--- src/rtl/pc_rx_pkg.sv ---
// Shared types and header-field helpers for the PC_RX packet decoder.
// Defines the state encoding, header bit positions and command encodings.
package pc_rx_pkg;

  typedef enum logic [1:0] {
    sHEADER  = 2'd0,
    sPAYLOAD = 2'd1,
    sCHECK   = 2'd2,
    sDONE    = 2'd3
  } state_e;

  typedef enum logic [1:0] {
    CMD_LOOPBACK = 2'd0,
    CMD_DATA     = 2'd1,
    CMD_SLM_CFG  = 2'd2,
    CMD_RSVD     = 2'd3
  } cmd_e;

  localparam logic [7:0] SYNC_BYTE_DEFAULT = 8'hA5;

  // Header layout: [31:24] sync, [23:18] reserved, [17:16] command, [15:0] length
  localparam int HDR_SYNC_MSB = 31;
  localparam int HDR_SYNC_LSB = 24;
  localparam int HDR_CMD_MSB  = 17;
  localparam int HDR_CMD_LSB  = 16;
  localparam int HDR_LEN_MSB  = 15;
  localparam int HDR_LEN_LSB  = 0;

  function automatic logic [7:0] hdr_sync(input logic [31:0] w);
    return w[HDR_SYNC_MSB:HDR_SYNC_LSB];
  endfunction

  function automatic logic [1:0] hdr_cmd(input logic [31:0] w);
    return w[HDR_CMD_MSB:HDR_CMD_LSB];
  endfunction

  function automatic logic [15:0] hdr_len(input logic [31:0] w);
    return w[HDR_LEN_MSB:HDR_LEN_LSB];
  endfunction

endpackage

--- src/rtl/pc_rx_timeout_counter.sv ---
// Counts consecutive enabled cycles and pulses tc_o on the cycle the count
// would reach TIMEOUT_CYCLES; clear has priority and the count restarts after tc.
module pc_rx_timeout_counter #(
  parameter int unsigned TIMEOUT_CYCLES = 50000
) (
  input  logic clk_i,
  input  logic rst_ni,
  input  logic en_i,
  input  logic clr_i,
  output logic tc_o
);

  localparam int unsigned CW = $clog2(TIMEOUT_CYCLES + 1);

  logic [CW-1:0] cnt_q;
  logic [CW-1:0] cnt_d;

  assign tc_o = en_i && !clr_i && (cnt_q == CW'(TIMEOUT_CYCLES - 1));

  always_comb begin
    cnt_d = cnt_q;
    if (clr_i || tc_o) begin
      cnt_d = '0;
    end else if (en_i) begin
      cnt_d = cnt_q + 1'b1;
    end
  end

  always_ff @(posedge clk_i or negedge rst_ni) begin
    if (!rst_ni) begin
      cnt_q <= '0;
    end else begin
      cnt_q <= cnt_d;
    end
  end

endmodule

--- src/rtl/pc_rx_packet_decoder.sv ---
// Parses sync/command/length headers and payload words from a show-ahead RX FIFO.
// Optional trailing XOR checksum word is compiled in with PC_RX_PKT_CHECKSUM_EN.
module pc_rx_packet_decoder
  import pc_rx_pkg::*;
#(
  parameter logic [7:0]  SYNC_BYTE      = SYNC_BYTE_DEFAULT,
  parameter int unsigned MAX_WORDS      = 1024,
  parameter int unsigned TIMEOUT_CYCLES = 50000
) (
  input  logic        i_clock,
  input  logic        i_reset,
  input  logic [31:0] i_rx_fifo_output_word,
  input  logic        i_rx_fifo_is_empty_sig,
  output logic        o_rx_fifo_next_word_cmd,
  output logic [31:0] o_payload_word,
  output logic        o_payload_valid,
  output logic [1:0]  o_packet_command,
  output logic [15:0] o_packet_num_words,
  output logic        o_packet_fully_decoded,
  output logic        o_packet_error,
  output logic        o_busy
);

`ifdef PC_RX_PKT_CHECKSUM_EN
  localparam state_e STATE_AFTER_BODY = sCHECK;
`else
  localparam state_e STATE_AFTER_BODY = sDONE;
`endif

  state_e      state_q;
  logic        pop_q;
  logic        payload_valid_q;
  logic        fully_decoded_q;
  logic        error_q;
  logic [31:0] payload_word_q;
  logic [1:0]  command_q;
  logic [15:0] num_words_q;
  logic [15:0] words_left_q;

  logic        sample;
  logic        in_body;
  logic        tmo_en;
  logic        tmo_clr;
  logic        tmo_hit;
  logic [7:0]  hdr_sync_w;
  logic [1:0]  hdr_cmd_w;
  logic [15:0] hdr_len_w;
  logic        sync_ok;
  logic        len_ok;

  // FIFO handshake: the head word is taken when !empty && !pop_q; pop_q is the
  // acknowledge one cycle later, and that cycle is a gap while the head advances.
  assign sample  = !i_rx_fifo_is_empty_sig && !pop_q && (state_q != sDONE);
  assign in_body = (state_q == sPAYLOAD) || (state_q == sCHECK);
  assign tmo_en  = in_body && i_rx_fifo_is_empty_sig;
  assign tmo_clr = !in_body || sample;

  assign hdr_sync_w = hdr_sync(i_rx_fifo_output_word);
  assign hdr_cmd_w  = hdr_cmd(i_rx_fifo_output_word);
  assign hdr_len_w  = hdr_len(i_rx_fifo_output_word);
  assign sync_ok    = (hdr_sync_w == SYNC_BYTE);
  assign len_ok     = (32'(hdr_len_w) <= MAX_WORDS);

`ifdef PC_RX_PKT_CHECKSUM_EN
  logic [31:0] csum_q;
  logic        csum_ok;
  assign csum_ok = (i_rx_fifo_output_word == csum_q);
`endif

  pc_rx_timeout_counter #(
    .TIMEOUT_CYCLES(TIMEOUT_CYCLES)
  ) u_timeout (
    .clk_i (i_clock),
    .rst_ni(i_reset),
    .en_i  (tmo_en),
    .clr_i (tmo_clr),
    .tc_o  (tmo_hit)
  );

  always_ff @(posedge i_clock or negedge i_reset) begin
    if (!i_reset) begin
      state_q         <= sHEADER;
      pop_q           <= 1'b0;
      payload_valid_q <= 1'b0;
      fully_decoded_q <= 1'b0;
      error_q         <= 1'b0;
      payload_word_q  <= '0;
      command_q       <= '0;
      num_words_q     <= '0;
      words_left_q    <= '0;
`ifdef PC_RX_PKT_CHECKSUM_EN
      csum_q          <= '0;
`endif
    end else begin
      pop_q           <= sample;
      payload_valid_q <= 1'b0;
      fully_decoded_q <= 1'b0;
      error_q         <= 1'b0;

      case (state_q)
        sHEADER: begin
          if (sample) begin
            if (!sync_ok || !len_ok) begin
              error_q <= 1'b1;
            end else begin
              command_q    <= hdr_cmd_w;
              num_words_q  <= hdr_len_w;
              words_left_q <= hdr_len_w;
`ifdef PC_RX_PKT_CHECKSUM_EN
              csum_q       <= i_rx_fifo_output_word;
`endif
              state_q      <= (hdr_len_w == 16'd0) ? STATE_AFTER_BODY : sPAYLOAD;
            end
          end
        end

        sPAYLOAD: begin
          // A sample beats a simultaneous timeout; the counter is cleared by it.
          if (sample) begin
            payload_word_q  <= i_rx_fifo_output_word;
            payload_valid_q <= 1'b1;
            words_left_q    <= words_left_q - 16'd1;
`ifdef PC_RX_PKT_CHECKSUM_EN
            csum_q          <= csum_q ^ i_rx_fifo_output_word;
`endif
            if (words_left_q == 16'd1) begin
              state_q <= STATE_AFTER_BODY;
            end
          end else if (tmo_hit) begin
            error_q <= 1'b1;
            state_q <= sHEADER;
          end
        end

`ifdef PC_RX_PKT_CHECKSUM_EN
        sCHECK: begin
          if (sample) begin
            if (csum_ok) begin
              state_q <= sDONE;
            end else begin
              error_q <= 1'b1;
              state_q <= sHEADER;
            end
          end else if (tmo_hit) begin
            error_q <= 1'b1;
            state_q <= sHEADER;
          end
        end
`endif

        sDONE: begin
          fully_decoded_q <= 1'b1;
          state_q         <= sHEADER;
        end

        default: begin
          state_q <= sHEADER;
        end
      endcase
    end
  end

  assign o_rx_fifo_next_word_cmd = pop_q;
  assign o_payload_word          = payload_word_q;
  assign o_payload_valid         = payload_valid_q;
  assign o_packet_command        = command_q;
  assign o_packet_num_words      = num_words_q;
  assign o_packet_fully_decoded  = fully_decoded_q;
  assign o_packet_error          = error_q;
  assign o_busy                  = (state_q != sHEADER);

endmodule

--- config.mk ---
export PLATFORM = sky130hd
export DESIGN_NAME = pc_rx_packet_decoder
export DESIGN_NICKNAME = d
export VERILOG_FILES = /design/src/rtl/pc_rx_pkg.sv /design/src/rtl/pc_rx_timeout_counter.sv /design/src/rtl/pc_rx_packet_decoder.sv
export SDC_FILE = /design/constraint.sdc
export NUM_CORES = 1
export LEC_CHECK = 0
export ABC_AREA = 0
export CORE_MARGIN = 2
export CORE_UTILIZATION = 40
export DETAILED_ROUTE_END_ITERATION = 6
export GPL_TIMING_DRIVEN = 0
export HOLD_SLACK_MARGIN = 0.1
export PLACE_DENSITY = 0.65
export SLEW_MARGIN = 20
export SYNTH_ARGS = -nofsm -noshare
export SYNTH_HDL_FRONTEND = slang
export SYNTH_SLANG_ARGS = --single-unit
--- constraint.sdc ---
create_clock -name i_clock -period 2.5 [get_ports i_clock]
set_input_delay 0.5 -clock i_clock [delete_from_list [all_inputs] [get_ports i_clock]]
set_output_delay 0.5 -clock i_clock [all_outputs]
set_load 0.02 [all_outputs]
==> results.cfg, run 1 <==
[routing]
num_vias = 3337
route.antenna.remaining_nets = 0
vias_per_cell = 5.239
routed_wire_per_std_cell_um = 16.52
drt-pass1-iter-count = 4
drc = 0
finalWirelength_um = 10520
drt_iter0_drc = 180

[floorplan]
fp-row-count = 37
chipHeight_um = 106.9
fp.dieW_um = 106.9
floorplan.io_pins = 90
start_util_pct = 41.04
die-area_mm2 = 0.01143
core_area_mm2 = 0.01032

[clock_network]
cts_inserted_buffers = 9
cts_tree = built
cts.reportedPaths.clkPinSlew_ns = 0.09
htree_num_levels = 3
clock_latency_late_sink_ns = 0.37
max-clock-path-buffers = 2
cts_num_sinks = 88
cell_at_the_root_of_the_clock_tree = clkbuf_8

[finish]
instances_no_fill = 637
n_antenna_cell = 0
design.final.nets = 537
area_growth_from_synthesis_to_layout_pct = 31.31
fillCellCount = 916
drive_above_1_share_pct = 15.37

[timing]
setup_viol_count_final = 0
fin_skew_ns = 0.006338
max_slew_margin_pct = 49.09
layout_worst_path_cycle_share_pct = 97.33
maxClockFrequency_mhz = 411.0
holdWs_ns = 0.4710
maxSlewViolCount = 0
timing_hold_violations_final = 0
worst_slack_ns = 0.06683
max_slew.worst_pin.slew_ns = 0.7608
rsz0062_at_grt = false
timing.final.crit_period_ns = 2.433

[yosys]
ys_async_sr_fraction_pct = 100.0
postSynthRegisterBits = 88
gate_count_after_technology_mapping = 393
synth_cell_types = 63
synth.cell_area_mm2 = 0.004237
synth-main-ff-cell = dfrtp_1
synth-edff-count = 0
synthesis.nets = 434
avgSynthCellArea_um2 = 10.78
synthesis.yosys.warnings = 0
yosysSeqAreaShare_pct = 51.98

[hold_path]
min_delay_path_depth = 2
worst_hold_endpoint = o_packet_num_words[6]
hold_path_startpoint = o_packet_num_words[6]
worstHoldPathType = register to register

[placed_design]
pre_cts_ws_ns = -0.4172
gp_routability_congestion = 0.8298
dp.cells = 619
post-dp-hpwl_um = 7633
buffer_ports.inserted = 89

[critical_path]
critical_path.reg2reg.startpoint = state_q[1]
critical_path_required_ns = 2.72
setup.worst_path.class = input port to register
crit_fanout = 10
rr_worst_depth = 7
crit_path_start_kind = input port
critPathCaptureType = register
rrSetupSlack_ns = 0.20
timing.critical_path.arrival_ns = 2.66
reg2reg_to = words_left_q[13]

[pwr]
power.static_leakage_nw = 2.367
power_per_cell_area_mw_per_mm2 = 988.9
power.ir.vdd_worst_mv = 0.4798

[run]
cap_viol_max_count = 0

[global_route]
antenna_violations_before_repair = 0
pin_count_of_the_biggest_net_entering_global_routing = 69
grt-ovfl-total = 0
first_global_vias = 3490
grt_usage_pct = 19.97
grt_pass1_wl_um = 17880

[status]
status = completed
[power breakdown]
part / switching (mW) / internal, mW / leakage [nW] / total (mW)
Sequential: 0.325 / 1.84 / 1.12 / 2.16
Clock: 0.533 / 0.394 / 0.0822 / 0.927
Combinational: 1.26 / 1.15 / 1.16 / 2.41
[metrics by stage]
stage	utilization (%)	cell area (um^2)	setup TNS, ns	power [mW]
6_report	53.88	5563	0	5.501
2_1_floorplan	-	4237	0	3.580
3_5_place_dp	51.59	5326	-16.72	4.610
5_1_grt	53.88	5563	0	5.868
4_1_cts	53.52	5525	0	5.549
3_3_place_gp	51.32	5298	-222.62	4.534
[cell type report]
cell class              instances  area, um^2  area share, %
well taps                     136       170.2          3.059
inverters                      14       53.80         0.9672
repair buffers                 92       935.9          16.82
flip-flops and latches         88        2202          39.59
clock inverters                 5       40.04         0.7197
clock buffers                  11       141.4          2.542
multi-input cells             274        1929          34.68
plain buffers                  17       90.09          1.619
[cell usage after synthesis (5+ instances only)]
cell type / instances / area [um^2]
and2_1: 5 / 31.28
xor2_1: 12 / 105.1
mux2_2: 31 / 349.1
nor2_1: 26 / 97.59
nand3_1: 24 / 120.1
ha_1: 6 / 75.07
and3_1: 5 / 31.28
nor3_1: 9 / 45.04
inv_1: 12 / 45.04
o21ai_0: 7 / 35.03
nand4_1: 10 / 62.56
nand3b_1: 8 / 60.06
buf_2: 8 / 40.04
or3_1: 5 / 31.28
nand2_1: 53 / 198.9
o211ai_1: 6 / 45.04
dfrtp_1: 88 / 2202
[sequential cells by signal, summed over array words and instances, names as in the netlist]
signal and flops:
o_packet_command 2, o_packet_error 1, o_packet_fully_decoded 1, o_packet_num_words 16, o_payload_valid 1, o_payload_word 32
o_rx_fifo_next_word_cmd 1, state_q 2, u_timeout.cnt_q 16, words_left_q 16
[cells by family (layout without fill, tap and decap cells)]
kind of cell	count (synthesis)	in the layout	share of synthesized area (%)
simple gates	178	178	23.33
flops	88	88	51.98
compound gates	43	43	7.915
mux	33	33	8.712
buf+inv	31	139	3.396
xor+xnor	14	14	2.894
fa+ha+maj	6	6	1.772
[worst max-delay path by stage]
stage	start	endpoint	slack [ns]	cells after the start
finish	i_rx_fifo_output_word[9]	words_left_q[3]	0.07	7
global route	i_rx_fifo_output_word[7]	words_left_q[3]	0.002	7
CTS	i_rx_fifo_output_word[31]	words_left_q[3]	0.06	7
detailed placement	i_rx_fifo_output_word[6]	words_left_q[3]	-0.42	7
global placement	i_reset	o_payload_word[23]	-2.37	1
floorplan	i_rx_fifo_output_word[25]	words_left_q[2]	0.49	6
[cells in the final DEF, fill, tap and decap left out, types with 10 or more instances in the layout]
cell and instances:
nand4_1 10, nor2_1 26, mux2_2 31, inv_1 12, nand2_1 53, nand3_1 24, clkbuf_8 10, xor2_1 12
clkdlybuf4s50_1 87, dfrtp_1 88
[metal layers]
metal / routed length, um / up-vias / GRT usage (%)
met2: 5258 / 90 / 32.17
met5: 0 / - / 0
met1: 4586 / 1634 / 25.69
li1: - / 1609 / -
met4: 59 / 0 / 6.308
met3: 617 / 4 / 6.383
[worst max-delay path: stages]
cell and delay [ns]:
clkdlybuf4s50_1 0.51, nor4_4 0.47, a31oi_4 0.19, or3_4 0.44, buf_2 0.22, o32ai_1 0.25
a211oi_1 0.08
[repair_timing]
action,CTS,global route
cloned,0,0
hold buffers,1,0
gates resized for setup,2,5
setup buffers,0,1
hold endpoints to repair,20,0
setup endpoints to repair,12,18
pin swaps,0,2
Note: power is estimated with default switching activity, not from simulation.
==> inputs of run 2 (changes only) <==
- RECOVER_POWER: default -> 25
- SYNTH_HIERARCHICAL: default -> 1
==> run 2 against run 1 <==
Register-to-register slack worse by 0.09 ns. Maximum frequency increased by 2.0%. Die area down 2.4%. Synthesized area is 2.5% lower. Design area fell by 0.38%. Count of clock-buffer cells in the layout unchanged. Final cell count decreased by 3.1%. Core utilization is 0.53 points higher. Synthesized cell count decreased by 5.9%. Critical path type is now register to register. Largest cell class unchanged. Largest power group unchanged.
==> results.cfg, run 2 <==
[yosys]
post-synth-top-area-fraction_pct = 53.28
avgSynthCellArea_um2 = 11.17
gate_count_after_technology_mapping = 370
synth.cell_area_mm2 = 0.004133
synthesis.nets = 411
postSynthRegisterBits = 88
ys_async_sr_fraction_pct = 100.0
yosys.area.top_type = dfrtp_1
yosysSeqAreaShare_pct = 53.28
synth-edff-count = 0
synth-main-ff-cell = dfrtp_1
synth_cell_types = 47
post_synth_most_frequent_cells = dfrtp_1 (88), mux2_2 (41), nor2_1 (40)
synthTopCellsByArea = dfrtp_1 (53%), mux2_2 (11%), nor2_1 (3.6%)
synthesis.yosys.warnings = 6
most_frequently_used_cell_type_in_the_post_synthesis_netlist = dfrtp_1

[floorplan]
fp.dieW_um = 105.6
start_util_pct = 40.58
floorplan.io_pins = 90
chipHeight_um = 105.6
core_area_mm2 = 0.01018
fp-row-count = 37
die-area_mm2 = 0.01116

[finish]
area_growth_from_synthesis_to_layout_pct = 34.09
largest_reg_flops = 32
layout_commonest_cell = dfrtp_1
drive_above_1_share_pct = 19.33
design.final.nets = 518
most_used_cells_in_the_layout_excluding_fill_and_tap_cells = dfrtp_1 (88), clkdlybuf4s50_1 (87), mux2_2 (41), nor2_1 (40), nand2_1 (16)
fillCellCount = 915
n_antenna_cell = 0

[clock_network]
max-clock-path-buffers = 2
cts_tree = built
cell_at_the_root_of_the_clock_tree = clkbuf_8
clock_latency_late_sink_ns = 0.37
htree_num_levels = 3
cts_num_sinks = 88
cts.reportedPaths.clkPinSlew_ns = 0.09
cts_inserted_buffers = 9

[timing]
maxSlewViolCount = 0
fin_skew_ns = 0.01241
totalNegativeSetupSlack_ns = 0
setup_viol_count_final = 0
timing_hold_violations_final = 0
maxClockFrequency_mhz = 419.0
max_slew.worst_pin.slew_ns = 0.8331
holdWs_ns = 0.4825
max_slew_margin_pct = 44.46
timing.final.crit_period_ns = 2.387
layout_worst_path_cycle_share_pct = 95.46

[placed_design]
gp_routability_congestion = 0.8555
buffer_ports.inserted = 89
post-dp-hpwl_um = 7432

[routing]
finalWirelength_um = 10430
drt-pass1-iter-count = 4
num_vias = 3332
drt_iter0_drc = 238
drc = 0
vias_per_cell = 5.400
routed_wire_per_std_cell_um = 16.90
route.antenna.remaining_nets = 0

[pwr]
power_per_cell_area_mw_per_mm2 = 1022
sw_ratio_pct = 37.80
share_of_power_burned_in_registers_pct = 37.8
pwr-share-comb_pct = 45.0
clock_power_share_pct = 17.2
internal-power_mw = 3.524
net_switching_mw = 2.141
power.ir.vdd_worst_mv = 0.7122
power.static_leakage_nw = 2.248

[critical_path]
crit_fanout = 7
timing.critical_path.arrival_ns = 2.64
crit_path_start_kind = register
setup.worst_path.class = register to register
critPathCaptureType = register
critical_path_required_ns = 2.75

[global_route]
grt_usage_pct = 19.55
antenna_violations_before_repair = 0
grt_pass1_wl_um = 17170
grt-ovfl-total = 0
first_global_vias = 3383
pin_count_of_the_biggest_net_entering_global_routing = 56

[run]
cap_viol_max_count = 0

[hold_path]
worstHoldPathType = register to register

[status]
status = completed
run 2: per-layer routing:
layer	share of wire [%]	GRT usage, %
met1	43	24.83
met2	48	31.06
met4	1.0	5.075
met5	0	0
met3	8.2	7.978
run 2: cells by family (layout without fill, tap and decap cells):
family	after synthesis	after routing	synth area share [%]
flip-flops	88	88	53.28
AND/OR/NAND/NOR	135	135	17.17
AO/OA/AOI/OAI	53	53	9.416
adder cells (fa/ha/maj)	6	6	1.816
multiplexers	44	44	11.90
buffers and inverters	29	140	3.239
XOR/XNOR	15	15	3.179
run 2: metrics by stage:
stage | setup slack, ns | cell area, um^2 | cells | power, mW | utilization, %
final | 0.1134 | 5542 | 617 | 5.665 | 54.41
after global routing | -0.003005 | 5542 | 617 | 6.000 | 54.41
after global placement | -2.434 | 5194 | 595 | 4.530 | 51.00
after detailed placement | -0.7986 | 5223 | 596 | 4.608 | 51.28
after CTS | 0.003856 | 5478 | 614 | 5.633 | 53.78
after floorplan | 0.1278 | 4133 | 370 | 3.561 | -
run 2: worst max-delay path, stage by stage, from the launching register on:
cell     delay (ns)
dfrtp_1        0.38
ha_2           0.20
or3_4          0.17
nand2_2        0.08
or4_4          0.54
nor4_4         0.35
nand2_1        0.14
a32o_2         0.30
mux2i_1        0.11
run 2: timing repair:
action	4_1_cts	5_1_grt
buffers inserted	3	4
endpoints found under the setup margin	51	16
pin swaps	2	5
hold endpoints to repair	33	0
hold buffers	1	0
gates resized for setup	6	14
run 2: cell type report:
type / count / area, um^2 / share of cell area [%]
sequential: 88 / 2202 / 39.74
multi-input combinational: 253 / 1906 / 34.39
timing repair buffer: 98 / 958.4 / 17.30
tap: 136 / 170.2 / 3.071
clock buffer: 11 / 131.4 / 2.371
buffer: 14 / 71.32 / 1.287
clock inverter: 4 / 53.80 / 0.9709
inverter: 13 / 48.80 / 0.8806
run 2: power by group through the flow:
stage	clock network, mW	logic, mW	registers (mW)
finish	0.977	2.55	2.14
global route	1.07	2.73	2.20
CTS	1.01	2.49	2.14
detailed placement	0	2.45	2.16
global placement	0	2.39	2.14
floorplan	0	1.11	2.45
run 2: worst paths after layout:
path	start	end	slack, ns	depth (start not counted)
setup / recovery	state_q[0]	state_q[1]	0.11	8
hold / removal	o_packet_num_words[0]	o_packet_num_words[0]	0.48	2
setup reg to reg	state_q[0]	state_q[1]	0.11	8
hold reg to reg	o_packet_num_words[0]	o_packet_num_words[0]	0.48	2
max in group asynchronous	i_reset	words_left_q[0]	0.38	3
min in group asynchronous	i_reset	o_payload_word[6]	0.77	2
==> inputs of run 3 (changes only) <==
- SKIP_CTS_REPAIR_TIMING: default -> 1
==> run 3 against run 2 <==
Sequential power hardly changed. Setup slack worse by 0.033 ns. Register-to-register slack gained 0.03 ns. Clock power about the same. Critical endpoint is now state_q[0]. Highest routed layer unchanged.
==> results.cfg, run 3 (synthesized netlist as in run 2, its figures left out) <==
[critical_path]
crit_path_start_kind = input port
rr_worst_depth = 8
setup.worst_path.class = input port to register
crit_fanout = 10
rrSetupSlack_ns = 0.14
timing.critical_path.arrival_ns = 2.71
reg2reg_to = state_q[0]
critical_path_required_ns = 2.79
crit_start = i_rx_fifo_is_empty_sig
critPathCaptureType = register
critical_path.reg2reg.startpoint = state_q[0]

[global_route]
globalRoute.busiestLayer = met2
antenna_violations_before_repair = 0
first_global_vias = 3363
grt_usage_pct = 19.41
globalRouteMet1Util_pct = 24.79
grt-ovfl-total = 0
global_route_met2_utilization_pct = 30.65
pin_count_of_the_biggest_net_entering_global_routing = 56
groute.layer.met3.usage_pct = 7.978
grt_pass1_wl_um = 17050

[finish]
largest_reg_flops = 32
instances_no_fill = 615
design.final.nets = 516
most_used_cells_in_the_layout_excluding_fill_and_tap_cells = clkdlybuf4s50_1 (88), dfrtp_1 (88), mux2_2 (41), nor2_1 (40), nand2_1 (17)
fillCellCount = 918
multiInputGateArea_mm2 = 0.001892
n_antenna_cell = 0
final_area_mm2 = 0.005512
area_growth_from_synthesis_to_layout_pct = 33.36
sequential_cell_area_mm2 = 0.002202
drive_above_1_share_pct = 18.58

[run]
cap_viol_max_count = 0

[placed_design]
dp.cells = 596
buffer_ports.inserted = 89
post_dp_cell_area_mm2 = 0.005223
gp_routability_congestion = 0.8555
post-dp-hpwl_um = 7432

[pwr]
net_switching_mw = 2.129
internal-power_mw = 3.481
power_per_cell_area_mw_per_mm2 = 1018
pwr-share-comb_pct = 44.4
power.static_leakage_nw = 2.233
share_of_power_burned_in_registers_pct = 38.1
sw_ratio_pct = 37.94
clock_power_share_pct = 17.4
power.ir.vdd_worst_mv = 0.7114

[clock_network]
htree_num_levels = 3
max-clock-path-buffers = 2
cell_at_the_root_of_the_clock_tree = clkbuf_8
cts_inserted_buffers = 9
cts.reportedPaths.clkPinSlew_ns = 0.09
clock_latency_late_sink_ns = 0.37
cts_num_sinks = 88
cts_tree = built

[routing]
routed_wire_per_std_cell_um = 16.87
finalWirelength_um = 10380
vias_per_cell = 5.395
drc = 0
num_vias = 3318
route.antenna.remaining_nets = 0
drt_iter0_drc = 251
drt-pass1-iter-count = 5

[status]
status = completed

[timing]
timing_hold_violations_final = 0
maxClockFrequency_mhz = 413.3
layout_worst_path_cycle_share_pct = 96.79
max_slew_margin_pct = 44.34
max_slew.worst_pin.slew_ns = 0.8349
setup_viol_count_final = 0
maxSlewViolCount = 0
timing.final.crit_period_ns = 2.420
fin_skew_ns = 0.01298

[hold_path]
min_delay_path_depth = 2
worst_hold_endpoint = o_packet_num_words[0]
worstHoldPathType = register to register
hold_path_startpoint = o_packet_num_words[0]

[floorplan]
die-area_mm2 = 0.01116
start_util_pct = 40.58
fp.dieW_um = 105.6
chipHeight_um = 105.6
fp-row-count = 37
floorplan.io_pins = 90
core_area_mm2 = 0.01018
-- run 3: per-stage QoR --
stage / utilization [%] / total power, mW / worst slack, ns / hold WS [ns] / setup TNS (ns)
after floorplan: - / 3.561 / 0.1278 / 0.2044 / 0
after global placement: 51.00 / 4.530 / -2.434 / 0.4686 / -248.50
after detailed placement: 51.28 / 4.608 / -0.7986 / 0.4147 / -37.69
after CTS: 53.10 / 5.602 / -0.4166 / 0.003404 / -9.196
after global routing: 54.12 / 5.943 / -0.02268 / 0.5225 / -0.04025
final: 54.12 / 5.610 / 0.08026 / 0.4827 / 0
-- run 3: how the worst max path moves through the flow --
stage	to	slack, ns	depth (start not counted)
after floorplan	state_q[1]	0.13	9
after global placement	o_payload_word[21]	-2.43	1
after detailed placement	state_q[1]	-0.80	9
after CTS	state_q[1]	-0.42	9
after global routing	state_q[1]	-0.02	8
final	state_q[0]	0.08	8
-- run 3: per-layer routing --
metal  share of wire [%]  wire [um]
met4                 1.5        151
met3                 8.4        876
met5                   0          0
met2                  47       4915
met1                  43       4432
-- run 3: power groups by stage --
| stage | clock network [mW] | logic [mW] | registers [mW] |
|---|---|---|---|
| finish | 0.979 | 2.49 | 2.14 |
| global route | 1.07 | 2.67 | 2.20 |
| CTS | 1.01 | 2.46 | 2.14 |
| detailed placement | 0 | 2.45 | 2.16 |
| global placement | 0 | 2.39 | 2.14 |
| floorplan | 0 | 1.11 | 2.45 |
-- run 3: worst max-delay path, stage by stage --
cell and delay [ns]:
clkdlybuf4s50_1 0.49, or3_4 0.19, nand2_1 0.11, or4_4 0.53, nor4_4 0.30, nand2_1 0.12, a32o_1 0.29, a21oi_1 0.16
-- run 3: final cells by class --
| cell class | count | area share, % |
|---|---|---|
| clock buffers | 11 | 2.384 |
| inverters | 13 | 0.8854 |
| multi-input cells | 253 | 34.32 |
| clock inverters | 4 | 0.9762 |
| flip-flops and latches | 88 | 39.95 |
| repair buffers | 96 | 17.07 |
| plain buffers | 14 | 1.317 |
| well taps | 136 | 3.087 |
